==> config.mk <==
export PLATFORM = sky130hd
export DESIGN_NAME = eof_intermission_tracker
export DESIGN_NICKNAME = d
export VERILOG_FILES = /design/src/rtl/can_pkg.sv /design/src/rtl/field_bit_counter.sv /design/src/rtl/eof_intermission_tracker.sv
export SDC_FILE = /design/constraint.sdc
export NUM_CORES = 1
export LEC_CHECK = 0
export CAP_MARGIN = 20
export CORE_UTILIZATION = 46
export CTS_CLUSTER_DIAMETER = 120
export DETAILED_ROUTE_END_ITERATION = 6
export PLACE_DENSITY = 0.78
export SYNTH_ARGS = -nofsm -noshare
export SYNTH_HDL_FRONTEND = slang
export SYNTH_HIERARCHICAL = 1
export SYNTH_SLANG_ARGS = --single-unit
==> constraint.sdc <==
create_clock -name clock -period 2.5 [get_ports clock]
set_clock_uncertainty 0.05 [all_clocks]
set_input_delay 0.5 -clock clock [delete_from_list [all_inputs] [get_ports clock]]
set_output_delay 0.5 -clock clock [all_outputs]
set_load 0.01 [all_outputs]
==> src/rtl/can_pkg.sv <==
// Shared CAN frame-tail types and field lengths.
// Imported by the EOF/intermission tracker and its counters.
package can_pkg;

   typedef enum logic [1:0] {
      IDLE,
      EOF,
      INTERMISSION,
      SUSPEND
   } frame_tail_state_t;

   localparam int CAN_EOF_LEN          = 7;
   localparam int CAN_INTERMISSION_LEN = 3;
   localparam int CAN_SUSPEND_LEN      = 8;

endpackage

==> src/rtl/field_bit_counter.sv <==
// Saturating 1..N bit-index counter for one frame-tail field.
// Priority: clear, then load (to 1), then advance.
module field_bit_counter #(
   parameter int N = 7,
   parameter int W = $clog2(N + 1)
) (
   input  logic         clock,
   input  logic         reset,
   input  logic         clear,
   input  logic         load,
   input  logic         advance,
   output logic [W-1:0] count,
   output logic         last
);

   assign last = (count == W'(N));

   always_ff @(posedge clock or posedge reset) begin
      if (reset)
         count <= '0;
      else if (clear)
         count <= '0;
      else if (load)
         count <= W'(1);
      else if (advance && !last)
         count <= count + W'(1);
   end

endmodule

==> src/rtl/eof_intermission_tracker.sv <==
// CAN frame tail tracker: EOF, intermission and optional suspend.
// Define SUSPEND_TX_EN to build the suspend-transmission state.
module eof_intermission_tracker
   import can_pkg::*;
#(
   parameter int EOF_LEN          = CAN_EOF_LEN,
   parameter int INTERMISSION_LEN = CAN_INTERMISSION_LEN,
   parameter int SUSPEND_LEN      = CAN_SUSPEND_LEN
) (
   input  logic       clock,
   input  logic       reset,
   input  logic       enable,
   input  logic       sample_point,
   input  logic       rx_bit,
   input  logic       ack_delim_done,
   input  logic       is_transmitter,
   input  logic       error_passive,
   output logic       eof_in_progress,
   output logic [2:0] eof_bit_count,
   output logic       intermission_active,
   output logic       suspend_active,
   output logic       form_error,
   output logic       overload_request,
   output logic       sof_detected,
   output logic       bus_idle
);

   localparam int EW = $clog2(EOF_LEN + 1);
   localparam int IW = $clog2(INTERMISSION_LEN + 1);

   frame_tail_state_t state;

   logic sp, ack, in_eof, in_im, in_sus, go_sus;
   logic eof_clr, eof_adv, eof_last;
   logic im_clr, im_load, im_adv, im_last;
   logic [EW-1:0] eof_cnt;
   logic [IW-1:0] im_cnt;

   assign sp     = enable & sample_point;
   assign ack    = sp & ack_delim_done;
   assign in_eof = (state == EOF);
   assign in_im  = (state == INTERMISSION);
   assign in_sus = (state == SUSPEND);

   // Counters are cleared on every exit so the index reads 0 outside its field
   assign eof_adv = sp & ~ack & in_eof & rx_bit & ~eof_last;
   assign eof_clr = ~enable
                  | (sp & ~ack & in_eof & (~rx_bit | eof_last));

   assign im_load = sp & ~ack & in_eof & eof_last
                  & (rx_bit | ~is_transmitter);
   assign im_adv  = sp & ~ack & in_im & rx_bit & ~im_last;
   assign im_clr  = ~enable | ack
                  | (sp & in_im & (~rx_bit | im_last));

   field_bit_counter #(.N(EOF_LEN), .W(EW)) u_eof_cnt (
      .clock   (clock),
      .reset   (reset),
      .clear   (eof_clr),
      .load    (ack),
      .advance (eof_adv),
      .count   (eof_cnt),
      .last    (eof_last)
   );

   field_bit_counter #(.N(INTERMISSION_LEN), .W(IW)) u_im_cnt (
      .clock   (clock),
      .reset   (reset),
      .clear   (im_clr),
      .load    (im_load),
      .advance (im_adv),
      .count   (im_cnt),
      .last    (im_last)
   );

`ifdef SUSPEND_TX_EN
   localparam int SW = $clog2(SUSPEND_LEN + 1);

   logic sus_clr, sus_adv, sus_last;
   logic [SW-1:0] sus_cnt;

   assign go_sus  = is_transmitter & error_passive;
   assign sus_adv = sp & ~ack & in_sus & rx_bit & ~sus_last;
   assign sus_clr = ~enable | ack
                  | (sp & in_sus & (~rx_bit | sus_last));

   field_bit_counter #(.N(SUSPEND_LEN), .W(SW)) u_sus_cnt (
      .clock   (clock),
      .reset   (reset),
      .clear   (sus_clr),
      .load    (sp & ~ack & in_im & im_last & rx_bit & go_sus),
      .advance (sus_adv),
      .count   (sus_cnt),
      .last    (sus_last)
   );

   assign suspend_active = in_sus;

   logic unused_sig;
   assign unused_sig = ^{im_cnt, sus_cnt};
`else
   assign go_sus         = 1'b0;
   assign suspend_active = 1'b0;

   logic unused_sig;
   assign unused_sig = ^{im_cnt, error_passive, in_sus};
`endif

   always_ff @(posedge clock or posedge reset) begin
      if (reset) begin
         state            <= IDLE;
         form_error       <= 1'b0;
         overload_request <= 1'b0;
         sof_detected     <= 1'b0;
      end else begin
         form_error       <= 1'b0;
         overload_request <= 1'b0;
         sof_detected     <= 1'b0;
         if (!enable) begin
            state <= IDLE;
         end else if (ack) begin
            state <= EOF;
         end else if (sample_point) begin
            case (state)
               EOF: begin
                  if (eof_last) begin
                     if (!rx_bit && is_transmitter) begin
                        form_error <= 1'b1;
                        state      <= IDLE;
                     end else begin
                        overload_request <= ~rx_bit;
                        state            <= INTERMISSION;
                     end
                  end else if (!rx_bit) begin
                     form_error <= 1'b1;
                     state      <= IDLE;
                  end
               end
               INTERMISSION: begin
                  if (!rx_bit) begin
                     if (im_last)
                        sof_detected <= 1'b1;
                     else
                        overload_request <= 1'b1;
                     state <= IDLE;
                  end else if (im_last) begin
                     state <= go_sus ? SUSPEND : IDLE;
                  end
               end
`ifdef SUSPEND_TX_EN
               SUSPEND: begin
                  if (!rx_bit) begin
                     sof_detected <= 1'b1;
                     state        <= IDLE;
                  end else if (sus_last) begin
                     state <= IDLE;
                  end
               end
`endif
               default: state <= IDLE;
            endcase
         end
      end
   end

   assign eof_in_progress     = in_eof;
   assign eof_bit_count       = 3'(eof_cnt);
   assign intermission_active = in_im;
   assign bus_idle            = (state == IDLE);

endmodule

==> results.ini <==
[outcome]
status = complete, no violations

[clock_tree]
cts.htree.levels = 1
cts.clk_slew.worst_paths_ns = 0.07
cts_made_buffers = 3
worstSkewPairLatency_ns = 0.27
postCtsSetupBuffers = 0
ctsHoldBuffers = 0
cts_buffer_depth = 2
cts_root_buf = clkbuf_4
cts_sinks = 10
cts_tree = built
cts_resized = 0

[cells_and_area]
antenna_cells = 0
layout-drive-gt1-share = 0.1047
stdcell_count = 101
utilization = 0.6486
multi_input_area_um2 = 354.1
fin_area_um2 = 854.6
fill_cells = 101
final_nets = 101
regArea_um2 = 250.2
area_growth_pct = 30.10

[timing]
tns_ns = 0
fmax_mhz = 457.1
layout_setup_ws_ns = 0.3121
setup_viol = 0
hold_violations = 0
finalMaxSlewViolations = 0
fin_crit_ns = 2.188
rsz0062_at_grt = false
whs_ns = 0.4165
fin_crit_sh = 0.8751

[detailed_routing]
drc = 0
antenna_left = 0
first_pass_iters = 4
wl_per_cell_um = 13.00
vias = 535
wl_um = 1313
drt_first_iter_violations = 14
viasPerCell = 5.297

[global_route]
grt_usage = 0.2146
antenna_found_initial = 0
grt_first_pass_wirelength_um = 2152
overflow = 0
grt_max_degree = 8
grt_pass1_vias = 503

[hold_path]
hp-class = input port to asynchronous set/reset pin

[floorplan]
dieArea_um2 = 1583
io_pins = 18
dieWidth_um = 39.79
rows = 13
core_um2 = 1318
die_h_um = 39.79
start_util = 0.4986

[pwr]
p_leak_nw = 0.4071
p_per_area_nw_per_um2 = 424.6
vdd_drop_max_uv = 261.3
total_power_uw = 362.8

[worst_setup_path]
crit_required_ns = 1.95
path_max_fanout = 7
crit_arrival_ns = 1.64
start_kind = flop
crit_chain = inv_1, ha_1, clkdlybuf4s50_1
critPathMaxStageDelay_ns = 0.58
cp-end-kind = output port
crit_type = flop to output port
crit_path_top_delay_cell = clkdlybuf4s50_1

[place]
placed_area_um2 = 818.3
place_inst = 97
gp_congestion = 0.7911
dp_hpwl_um = 1066
io_buffers = 15
dp_slack_ns = 0.3560

[synthesis]
synthArstFlopShare = 1.000
ys_seq_area_frac = 0.3810
synth_top_cells_by_area = dfrtp_1 (38%), ha_1 (11%), inv_1 (6.3%), mux2i_1 (4.6%), nor2b_4 (4.2%)
syn_area_um2 = 656.9
yosysMostFrequentCell = inv_1
netlist_instances = 68
ys_ff_latch = 10
yosysTopAreaCell = dfrtp_1
synth_edf_count = 0
syn-num-nets = 82
avgSynthCellArea_um2 = 9.660
yosys.cell_types.count = 24
synth_ff_type = dfrtp_1
synth_top_cell_area_share = 0.3810
ys_warn_count = 6
yosys-top-cells-count = inv_1 (11), dfrtp_1 (10), ha_1 (6), nand2_1 (5), nor3_1 (5)

[flow_run]
maxCapViolations = 0

-- layer usage --
layer  vias to the layer above  routed length [um]  GRT usage
met5                         -                   0          0
met4                         0                  12     0.1293
met3                         2                  31    0.03409
met2                        11                 692     0.3525
met1                       257                 576     0.2568
li1                        265                   -          -
-- cell usage in the layout (no fill, tap or decap), types with 2 or more instances in the layout --
cell / netlist / routed
nor2_1: 2 / 2
dfrtp_1: 10 / 10
mux2i_1: 3 / 3
and3_1: 4 / 4
inv_1: 11 / 11
ha_1: 6 / 6
xnor2_1: 2 / 2
o21ai_0: 3 / 3
clkbuf_4: 0 / 3
nor3_1: 5 / 5
clkdlybuf4s50_1: 0 / 15
a21oi_1: 3 / 3
nor2b_4: 2 / 2
nand2_1: 5 / 5
-- sequential cells by signal, summed over array words and instances, names as in the netlist --
signal	count
u_eof_cnt/count	3
state	2
u_im_cnt/count	2
form_error	1
overload_request	1
sof_detected	1
-- path summary, 6_finish.rpt --
path	startpoint	endpoint	slack [ns]	cells after the start
worst max-delay path	state[1]	eof_in_progress	0.31	3
worst min-delay path	reset	u_im_cnt/count[0]	0.42	2
worst max register to register	u_eof_cnt/count[0]	state[1]	0.64	6
worst min register to register	state[0]	state[0]	0.50	1
max in group asynchronous	reset	state[0]	1.77	2
min in group clock	state[0]	state[0]	0.50	1
-- cell families after synthesis --
family	share of synthesized area
AO/OA/AOI/OAI	0.1371
other	0.005709
XOR/XNOR	0.02667
adder cells (fa/ha/maj)	0.1143
buffers and inverters	0.08000
multiplexers	0.06857
AND/OR/NAND/NOR	0.1867
flip-flops	0.3810
-- critical path: cells and delay by family, from the launching register on --
family	cells	cell delay (ns)
flip-flops	1	0.41
adder cells (fa/ha/maj)	1	0.29
buffers and inverters	2	0.67
-- power by group --
group	switching, mW	internal (mW)
clock network	0.0610	0.0885
logic	0.0254	0.0223
registers	0.00206	0.164
total	0.0885	0.274
-- layout make-up --
| type | instances | area share |
|---|---|---|
| tap | 15 | 0.02196 |
| inverter | 12 | 0.05271 |
| timing repair buffer | 15 | 0.1757 |
| multi-input combinational | 45 | 0.4143 |
| sequential | 10 | 0.2928 |
| clock buffer | 4 | 0.04246 |
(Power assumes the default switching activity.)
